`config.mk`:
```
export PLATFORM = sky130hd
export DESIGN_NAME = mem_arbiter
export DESIGN_NICKNAME = d
export VERILOG_FILES = /design/src/rtl/mem_arbiter.sv
export SDC_FILE = /design/constraint.sdc
export NUM_CORES = 1
export LEC_CHECK = 0
export BUFFER_PORTS_ARGS = -buffer_cell sky130_fd_sc_hd__buf_2
export CAP_MARGIN = 20
export CORE_MARGIN = 2
export CORE_UTILIZATION = 46
export DETAILED_ROUTE_END_ITERATION = 8
export GPL_TIMING_DRIVEN = 1
export PLACE_DENSITY = 0.82
export SYNTH_ARGS = -nofsm -noshare
export SYNTH_HDL_FRONTEND = slang
export SYNTH_SLANG_ARGS = --single-unit
```
`constraint.sdc`:
```
create_clock -name clk -period 1.7 [get_ports clk]
set_clock_uncertainty 0.05 [all_clocks]
set_input_delay 0.085 -clock clk [delete_from_list [all_inputs] [get_ports clk]]
set_output_delay 0.085 -clock clk [all_outputs]
set_load 0.01 [all_outputs]
```
`src/rtl/mem_arbiter.sv`:
```
// Two-port round-robin arbiter and single-byte access sequencer for the shared data RAM port.
// Optional port-1 write protection of [WP_LO, WP_HI] is enabled by defining MEM_ARB_WP_EN.
module mem_arbiter #(
  parameter logic [7:0] WP_LO = 8'h00,
  parameter logic [7:0] WP_HI = 8'h3F
) (
  input  logic       clk,
  input  logic       rst,
  input  logic       m0_req,
  input  logic       m0_we,
  input  logic [7:0] m0_addr,
  input  logic [7:0] m0_wdata,
  output logic       m0_gnt,
  output logic       m0_done,
  output logic [7:0] m0_rdata,
  input  logic       m1_req,
  input  logic       m1_we,
  input  logic [7:0] m1_addr,
  input  logic [7:0] m1_wdata,
  output logic       m1_gnt,
  output logic       m1_done,
  output logic [7:0] m1_rdata,
  output logic       m1_err,
  output logic       ram_we,
  output logic [7:0] ram_addr,
  output logic [7:0] ram_wdata,
  input  logic [7:0] ram_rdata,
  output logic       busy
);

`ifdef MEM_ARB_WP_EN
  localparam logic WP_EN = 1'b1;
`else
  localparam logic WP_EN = 1'b0;
`endif

  localparam logic [7:0] WP_SPAN = 8'(WP_HI - WP_LO);

  typedef enum logic [1:0] {
    S_IDLE,
    S_ACCESS,
    S_DONE
  } state_e;

  state_e     state_q, state_d;
  logic       owner_q, owner_d;
  logic       last_q, last_d;
  logic       blocked_q, blocked_d;
  logic       cmd_we_q, cmd_we_d;
  logic [7:0] cmd_addr_q, cmd_addr_d;
  logic [7:0] cmd_wdata_q, cmd_wdata_d;
  logic       ram_we_q, ram_we_d;
  logic       gnt0_q, gnt0_d, gnt1_q, gnt1_d;
  logic       done0_q, done0_d, done1_q, done1_d;
  logic       err_q, err_d;
  logic       busy_q, busy_d;
  logic [7:0] rdata0_q, rdata0_d, rdata1_q, rdata1_d;

  logic       win;
  logic       sel_we;
  logic [7:0] sel_addr;
  logic [7:0] sel_wdata;
  logic [7:0] wp_off;
  logic       wp_hit;

  // Winner selection: a lone requester wins; on a tie the port not served last wins.
  always_comb begin
    win       = (m0_req && m1_req) ? ~last_q : m1_req;
    sel_we    = win ? m1_we    : m0_we;
    sel_addr  = win ? m1_addr  : m0_addr;
    sel_wdata = win ? m1_wdata : m0_wdata;
    wp_off    = 8'(sel_addr - WP_LO);
    wp_hit    = WP_EN & win & sel_we & (wp_off <= WP_SPAN);
  end

  // Next-state and registered-output logic.
  always_comb begin
    state_d     = state_q;
    owner_d     = owner_q;
    last_d      = last_q;
    blocked_d   = blocked_q;
    cmd_we_d    = cmd_we_q;
    cmd_addr_d  = cmd_addr_q;
    cmd_wdata_d = cmd_wdata_q;
    rdata0_d    = rdata0_q;
    rdata1_d    = rdata1_q;
    ram_we_d    = 1'b0;
    gnt0_d      = 1'b0;
    gnt1_d      = 1'b0;
    done0_d     = 1'b0;
    done1_d     = 1'b0;
    err_d       = 1'b0;
    busy_d      = 1'b0;

    unique case (state_q)
      S_IDLE: begin
        if (m0_req || m1_req) begin
          state_d     = S_ACCESS;
          owner_d     = win;
          last_d      = win;
          cmd_we_d    = sel_we;
          cmd_addr_d  = sel_addr;
          cmd_wdata_d = sel_wdata;
          blocked_d   = wp_hit;
          ram_we_d    = sel_we & ~wp_hit;
          gnt0_d      = ~win;
          gnt1_d      = win;
          busy_d      = 1'b1;
        end
      end
      S_ACCESS: begin
        // Capture happens on writes too, returning the pre-write byte.
        state_d = S_DONE;
        if (owner_q) rdata1_d = ram_rdata;
        else         rdata0_d = ram_rdata;
        done0_d = ~owner_q;
        done1_d = owner_q;
        err_d   = owner_q & blocked_q;
        busy_d  = 1'b1;
      end
      S_DONE: begin
        state_d = S_IDLE;
      end
      default: begin
        state_d = S_IDLE;
      end
    endcase
  end

  always_ff @(posedge clk or posedge rst) begin
    if (rst) begin
      state_q     <= S_IDLE;
      owner_q     <= 1'b0;
      last_q      <= 1'b1;
      blocked_q   <= 1'b0;
      cmd_we_q    <= 1'b0;
      cmd_addr_q  <= 8'h00;
      cmd_wdata_q <= 8'h00;
      rdata0_q    <= 8'h00;
      rdata1_q    <= 8'h00;
      ram_we_q    <= 1'b0;
      gnt0_q      <= 1'b0;
      gnt1_q      <= 1'b0;
      done0_q     <= 1'b0;
      done1_q     <= 1'b0;
      err_q       <= 1'b0;
      busy_q      <= 1'b0;
    end else begin
      state_q     <= state_d;
      owner_q     <= owner_d;
      last_q      <= last_d;
      blocked_q   <= blocked_d;
      cmd_we_q    <= cmd_we_d;
      cmd_addr_q  <= cmd_addr_d;
      cmd_wdata_q <= cmd_wdata_d;
      rdata0_q    <= rdata0_d;
      rdata1_q    <= rdata1_d;
      ram_we_q    <= ram_we_d;
      gnt0_q      <= gnt0_d;
      gnt1_q      <= gnt1_d;
      done0_q     <= done0_d;
      done1_q     <= done1_d;
      err_q       <= err_d;
      busy_q      <= busy_d;
    end
  end

  assign m0_gnt    = gnt0_q;
  assign m1_gnt    = gnt1_q;
  assign m0_done   = done0_q;
  assign m1_done   = done1_q;
  assign m0_rdata  = rdata0_q;
  assign m1_rdata  = rdata1_q;
  assign m1_err    = err_q;
  assign ram_we    = ram_we_q;
  assign ram_addr  = cmd_addr_q;
  assign ram_wdata = cmd_wdata_q;
  assign busy      = busy_q;

endmodule

```
==> results of run 1 <==
==> cells in the final DEF (no fill, tap or decap), types with 2 or more instances in the layout <==
| cell type | Yosys | final |
|---|---|---|
| nor2b_4 | 2 | 2 |
| dlygate4sd3_1 | 0 | 33 |
| buf_4 | 1 | 3 |
| a21oi_1 | 14 | 14 |
| mux2_4 | 8 | 8 |
| a31oi_1 | 13 | 13 |
| a21o_1 | 2 | 2 |
| and3_1 | 3 | 3 |
| nor2_1 | 4 | 4 |
| buf_2 | 4 | 83 |
| a221o_1 | 3 | 3 |
| mux2_2 | 8 | 8 |
| nand2_1 | 28 | 28 |
| dfrtp_1 | 41 | 41 |
| clkbuf_8 | 0 | 6 |
==> metal layers <==
metal | share of wire | track usage | wire length [µm] | vias up
li1 | - | - | - | 746
met4 | 0.015 | 0.07908 | 70 | 0
met5 | 0 | 0 | 0 | -
met2 | 0.51 | 0.4038 | 2306 | 75
met3 | 0.071 | 0.05574 | 325 | 9
met1 | 0.41 | 0.2735 | 1852 | 731
==> worst max path at each step <==
| stage | start | slack, ns | depth (start not counted) | to |
|---|---|---|---|---|
| 6_report | state_q[1] | 0.21 | 3 | m0_rdata[4] |
| 5_1_grt | state_q[0] | 0.14 | 3 | m0_rdata[7] |
| 4_1_cts | state_q[1] | 0.19 | 3 | m0_rdata[4] |
| 3_5_place_dp | state_q[0] | 0.21 | 3 | m0_rdata[4] |
| 3_3_place_gp | state_q[1] | 0.27 | 3 | m0_rdata[2] |
| 2_1_floorplan | state_q[0] | 0.38 | 4 | m0_rdata[0] |
==> stage by stage <==
| stage | hold WS, ns | std cells | setup slack, ns | area, µm² | power, mW |
|---|---|---|---|---|---|
| floorplan | 0.1623 | 147 | 0.3755 | 1808 | 3.092 |
| global placement | 0.1768 | 273 | 0.2708 | 2236 | 3.666 |
| detailed placement | 0.1803 | 273 | 0.2083 | 2236 | 3.741 |
| CTS | 0.0009117 | 314 | 0.1948 | 2661 | 4.454 |
| global route | 0.01153 | 314 | 0.1353 | 2661 | 4.782 |
| finish | 0.006986 | 314 | 0.2055 | 2661 | 4.448 |
==> layout make-up <==
type                       count  area, µm²  area share
multi-input combinational     94      671.9      0.2525
sequential                    42       1052      0.3954
clock buffer                   6      82.58     0.03103
inverter                       3      13.76    0.005172
clock inverter                 2      12.51    0.004701
tap                           48      60.06     0.02257
timing repair buffer         119      768.2      0.2887
==> power breakdown <==
| part | leakage (nW) | switching (mW) | internal, mW |
|---|---|---|---|
| Combinational | 0.788 | 0.995 | 0.994 |
| Clock | 0.0472 | 0.322 | 0.326 |
| Sequential | 0.494 | 0.308 | 1.50 |
==> registers in the layout (all words and copies together) (netlist names) <==
| register | cells |
|---|---|
| m0_rdata | 8 |
| m1_rdata | 8 |
| ram_addr | 8 |
| ram_wdata | 8 |
| state_q | 2 |
| busy | 1 |
| last_q | 1 |
| m0_done | 1 |
| m0_gnt | 1 |
| m1_done | 1 |
| m1_gnt | 1 |
| owner_q | 1 |
| ram_we | 1 |
==> kinds of logic (layout without fill, tap and decap cells) <==
family,count (synthesis),in the layout,synth area share
buffers and inverters,11,130,0.04637
other,1,1,0.002074
multiplexers,16,16,0.1163
AND/OR/NAND/NOR,43,43,0.1287
flip-flops,42,42,0.5820
AO/OA/AOI/OAI,34,34,0.1246
==> worst reg2reg max path: cells and delay by family, from the launching register on <==
family           cells  cell delay (ns)
and+or+nand+nor      2             0.53
DFF                  1             0.46
muxes                1             0.34
==> synthesized netlist by cell type <==
cell | number | area share
inv_4 | 1 | 0.0035
conb_1 | 1 | 0.0021
or2_1 | 1 | 0.0035
mux2_2 | 8 | 0.050
nand2_8 | 1 | 0.011
a21boi_4 | 1 | 0.010
inv_1 | 2 | 0.0042
buf_12 | 1 | 0.011
nand2_2 | 1 | 0.0035
nor2_1 | 4 | 0.0083
dfrtp_1 | 41 | 0.57
a221o_1 | 3 | 0.017
buf_6 | 2 | 0.012
nor2b_4 | 2 | 0.015
a21o_1 | 2 | 0.0083
dfstp_2 | 1 | 0.015
nand2_1 | 28 | 0.058
a21bo_2 | 1 | 0.0055
nor3_4 | 1 | 0.0090
nor2_4 | 1 | 0.0062
and3_1 | 3 | 0.010
or2_2 | 1 | 0.0035
buf_2 | 4 | 0.011
mux2_4 | 8 | 0.066
a31oi_1 | 13 | 0.045
buf_4 | 1 | 0.0042
a21oi_1 | 14 | 0.039
==> results.sh, run 1 <==
export IMPL_grt_pass1_wl_um=7493
export IMPL_leakage_nw=1.330
export IMPL_antenna_found_initial=0
export IMPL_min_to="ram_addr[5]"
export IMPL_holdPathStages=3
export IMPL_final_nets=311
export IMPL_io_pins=85
export IMPL_peakVddDrop_mv=0.7491
export IMPL_track_usage=0.2298
export IMPL_dpl_hpwl_um=2836
export IMPL_slowest_delay_ns=0.46
export IMPL_cts_htree_levels=2
export IMPL_cts_buffer_depth=2
export IMPL_postCtsHoldBufs=33
export IMPL_cp_max_fo=9
export IMPL_cp_start_kind="flop"
export IMPL_cts_sinks=42
export IMPL_r2r_start="state_q[1]"
export IMPL_rrSetupSlack_ns=0.21
export IMPL_synth_area_per_cell_um2=12.30
export IMPL_r2r_end="m0_rdata[4]"
export IMPL_first_pass_iters=4
export IMPL_drv_cap=0
export IMPL_min_period_ns=1.495
export IMPL_grt_pass1_vias=1603
export IMPL_cp_common_cell="nor2b_4"
export IMPL_place_gp_congestion=0.7012
export IMPL_hold_start="m1_addr[5]"
export IMPL_grt_max_degree=43
export IMPL_drc=0
export IMPL_rsz0062_at_grt="no"
export IMPL_fp_dieW_um=66.69
export IMPL_setup_viol=0
export IMPL_die_area_mm2=0.004448
export IMPL_hold_path_class="in -> reg"
export IMPL_critPathKind="reg -> reg"
export IMPL_cts_tree="built"
export IMPL_clkLatencyLatePin_ns=0.28
export IMPL_cp_slowest_cell="dfrtp_1"
export IMPL_crit_family="simple AND/OR/NAND/NOR gates"
export IMPL_hold_violations=0
export IMPL_rows=22
export IMPL_maxSlewViolCount=0
export IMPL_fin_crit_sh=0.8791
export IMPL_syn_inst=147
export IMPL_ys_seq_area_frac=0.5820
export IMPL_cts_resized_gates=0
export IMPL_overflow=0
export IMPL_area_growth_pct=47.20
export IMPL_arrival_ns=1.62
export IMPL_numCtsBuffers=5
export IMPL_fill_cells=279
export IMPL_synth_area_mm2=0.001808
export IMPL_post_route_util=0.7162
export IMPL_outcome="finished clean"
export IMPL_routed_wirelength_um=4554
export IMPL_dr_first_iter_drc_count=114
export IMPL_die_h_um=66.69
export IMPL_worst_pin_slew_ns=0.5100
export IMPL_cts_setup_buffers=0
export IMPL_initial_core_util=0.4865
export IMPL_tns_ns=0
export IMPL_cts_root_buf="clkbuf_8"
export IMPL_synth_fp_nets=193
export IMPL_synth_seq_cells=42
export IMPL_critPathBufInv=0
export IMPL_yosysWarnings=0
export IMPL_antenna_cells=0
export IMPL_core_mm2=0.003716
export IMPL_ant_nets=0
export IMPL_clk_pin_slew_ns=0.08
export IMPL_timing_slew_headroom=0.6600
export IMPL_io_buffers=83
export IMPL_viasPerCell=4.971
export IMPL_post_drt_wl_per_cell_um=14.50
export IMPL_r2r_cells=3
export IMPL_layout_drive_gt1_share=0.4549
export IMPL_required_ns=1.82
export IMPL_p_per_area_mw_per_mm2=1671
export IMPL_cp_cell_sequence="nor2b_4 -> nor2b_4 -> mux2_4"
export IMPL_end_kind="flop"
export IMPL_vias=1561
export IMPL_fmax_mhz=669.1
export IMPL_synth_distinct_cells=27
(Power assumes the default switching activity.)
==> inputs of run 2 (changes only) <==
--- a/config.mk
+++ b/config.mk
@@ -5,13 +5,16 @@
 export SDC_FILE = /design/constraint.sdc
 export NUM_CORES = 1
 export LEC_CHECK = 0
+export ABC_AREA = 1
 export BUFFER_PORTS_ARGS = -buffer_cell sky130_fd_sc_hd__buf_2
 export CAP_MARGIN = 20
 export CORE_MARGIN = 2
 export CORE_UTILIZATION = 46
 export DETAILED_ROUTE_END_ITERATION = 8
 export GPL_TIMING_DRIVEN = 1
-export PLACE_DENSITY = 0.82
+export HOLD_SLACK_MARGIN = 0.03
+export PLACE_DENSITY = 0.81
+export SETUP_SLACK_MARGIN = 0.5
 export SYNTH_ARGS = -nofsm -noshare
 export SYNTH_HDL_FRONTEND = slang
 export SYNTH_SLANG_ARGS = --single-unit
==> results.sh, run 2 <==
export IMPL_synth_seq_cells=42
export IMPL_netlist_top_cells_count="nand2_1 (73), dfrtp_1 (41), inv_1 (29), o21ai_0 (17), nand3_1 (16)"
export IMPL_antenna_found_initial=0
export IMPL_p_per_area_mw_per_mm2=1612
export IMPL_overflow=0
export IMPL_first_pass_iters=7
export IMPL_leakage_nw=1.523
export IMPL_grt_max_degree=22
export IMPL_antenna_cells=0
export IMPL_dr_first_iter_drc_count=71
export IMPL_required_ns=1.84
export IMPL_cts_htree_levels=2
export IMPL_synth_area_mm2=0.001886
export IMPL_hold_path_class="in -> reg"
export IMPL_combPwrFrac=0.443
export IMPL_drv_cap=0
export IMPL_pwr_share_seq=0.410
export IMPL_synthArstFlopShare=1.000
export IMPL_initial_core_util=0.4748
export IMPL_synth_distinct_cells=21
export IMPL_synth_area_per_cell_um2=8.770
export IMPL_die_area_mm2=0.004627
export IMPL_setup_viol=0
export IMPL_synthTopCellsByArea="dfrtp_1 (54%), nand2_1 (15%), inv_1 (5.8%), nand3b_1 (5.2%), o21ai_0 (4.5%)"
export IMPL_p_switching_mw=1.716
export IMPL_critPathKind="reg -> reg"
export IMPL_hold_violations=0
export IMPL_grt_pass1_vias=1628
export IMPL_dpl_hpwl_um=3127
export IMPL_yosysWarnings=0
export IMPL_fill_cells=333
export IMPL_cp_start_kind="flop"
export IMPL_outcome="finished clean"
export IMPL_yosys_area_top_type="dfrtp_1"
export IMPL_cts_tree="built"
export IMPL_timing_slew_headroom=0.5371
export IMPL_cp_max_fo=7
export IMPL_clk_pin_slew_ns=0.08
export IMPL_layout_drive_gt1_share=0.3616
export IMPL_cts_sinks=42
export IMPL_rsz0062_at_grt="yes"
export IMPL_worst_pin_slew_ns=0.6901
export IMPL_final_cell_mix="buf_2 (83), nand2_1 (70), dfrtp_1 (41), inv_1 (27), o21ai_0 (16)"
export IMPL_syn_inst=215
export IMPL_layoutNonFillerInstCount=368
export IMPL_synth_fp_nets=261
export IMPL_die_h_um=68.03
export IMPL_internal_power_mw=2.542
export IMPL_arrival_ns=1.37
export IMPL_track_usage=0.2040
export IMPL_fp_dieW_um=68.03
export IMPL_rrSetupSlack_ns=0.47
export IMPL_tns_ns=0
export IMPL_drc=0
export IMPL_dp_cells=343
export IMPL_viasPerCell=4.731
export IMPL_min_period_ns=1.226
export IMPL_io_pins=85
export IMPL_fin_crit_sh=0.7212
export IMPL_vias=1741
export IMPL_numCtsBuffers=5
export IMPL_core_mm2=0.003971
export IMPL_final_nets=363
export IMPL_clkLatencyLatePin_ns=0.29
export IMPL_power_switching_share=0.4030
export IMPL_fmax_mhz=815.6
export IMPL_post_drt_wl_per_cell_um=12.67
export IMPL_cts_buffer_depth=2
export IMPL_routed_wirelength_um=4664
export IMPL_ys_seq_area_frac=0.5581
export IMPL_area_growth_pct=40.08
export IMPL_place_gp_congestion=0.7404
export IMPL_clkPwrFrac=0.147
export IMPL_synth_flop_cell="dfrtp_1"
export IMPL_synth_top_area_share=0.5441
export IMPL_io_buffers=83
export IMPL_rows=23
export IMPL_synth_edf_count=0
export IMPL_ant_nets=0
export IMPL_grt_pass1_wl_um=7044
export IMPL_peakVddDrop_mv=0.7946
export IMPL_final_common_cell="buf_2"
export IMPL_end_kind="flop"
export IMPL_synth_most_common_cell="nand2_1"
export IMPL_maxSlewViolCount=0
export IMPL_cts_root_buf="clkbuf_8"
## run 2: cell count changes after synthesis, moves of 13 or more
cell,previous run,this run
a21oi_1,14,1
nand2_1,28,73
o21ai_0,0,17
nand3_1,0,16
nand3b_1,0,13
inv_1,2,29
a31oi_1,13,0
## run 2: power by group through the flow
stage	Combinational (mW)	Clock [mW]	Sequential (mW)
6_report	1.89	0.627	1.75
5_1_grt	2.11	0.686	1.81
4_1_cts	1.80	0.636	1.72
3_5_place_dp	1.69	0	1.73
3_3_place_gp	1.63	0	1.73
2_1_floorplan	0.892	0	1.94
## run 2: layout make-up
class	instances	area, µm²	area share
repair buffers	104	634.4	0.2402
well taps	50	62.56	0.02369
flip-flops and latches	42	1052	0.3984
clock inverters	2	13.76	0.005211
multi-input cells	134	690.7	0.2615
inverters	30	115.1	0.04358
clock buffers	6	72.57	0.02748
## run 2: path summary, 6_finish.rpt
path | endpoint | from | cells past startpoint
worst max-delay path | ram_addr[7] | last_q | 6
worst min-delay path | ram_addr[1] | m0_addr[1] | 5
worst max register to register | ram_addr[7] | last_q | 6
worst min register to register | ram_wdata[5] | ram_wdata[5] | 2
max in group asynchronous | ram_wdata[2] | rst | 4
min in group asynchronous | ram_wdata[7] | rst | 3
## run 2: logic make-up (layout without fill, tap and decap cells)
kind of cell	Yosys count	count (layout)	synth area share
other	1	1	0.001989
AO/OA/AOI/OAI	19	19	0.05043
flip-flops	42	42	0.5581
buffers and inverters	40	142	0.1108
AND/OR/NAND/NOR	113	114	0.2787
## run 2: per-layer routing
metal  GRT usage  wire length [µm]  vias up
met2      0.3689              2428       56
met1      0.2329              1951      814
li1            -                 -      865
met5           0                 0        -
met3     0.05428               225        6
met4     0.06500                58        0
## run 2: stage by stage
stage	hold slack [ns]	instance area (µm²)	total power, mW	util	setup WS (ns)
after floorplan	0.1790	1886	2.827	-	0.5167
after global placement	0.08546	2305	3.358	0.5803	0.4734
after global routing	0.05276	2641	4.602	0.6651	0.4164
after CTS	0.03753	2575	4.163	0.6484	0.4776
final	0.03385	2641	4.258	0.6651	0.4739
after detailed placement	0.08448	2305	3.423	0.5803	0.4214
## run 2: worst max-delay path, stage by stage, from the launching register on
cell,delay (ns)
dfstp_2,0.59
nand2_8,0.10
buf_8,0.16
nand3_2,0.06
nand2_2,0.06
nand2_2,0.05
nand2_1,0.05
## run 2: timing repair
item / in CTS / in global routing
hold buffers: 13 / 0
setup buffers: 2 / 0
hold endpoints to repair: 35 / 0
cloned: 1 / 1
gates resized for setup: 6 / 11
pin swaps: 1 / 14
setup endpoints to repair: 19 / 37
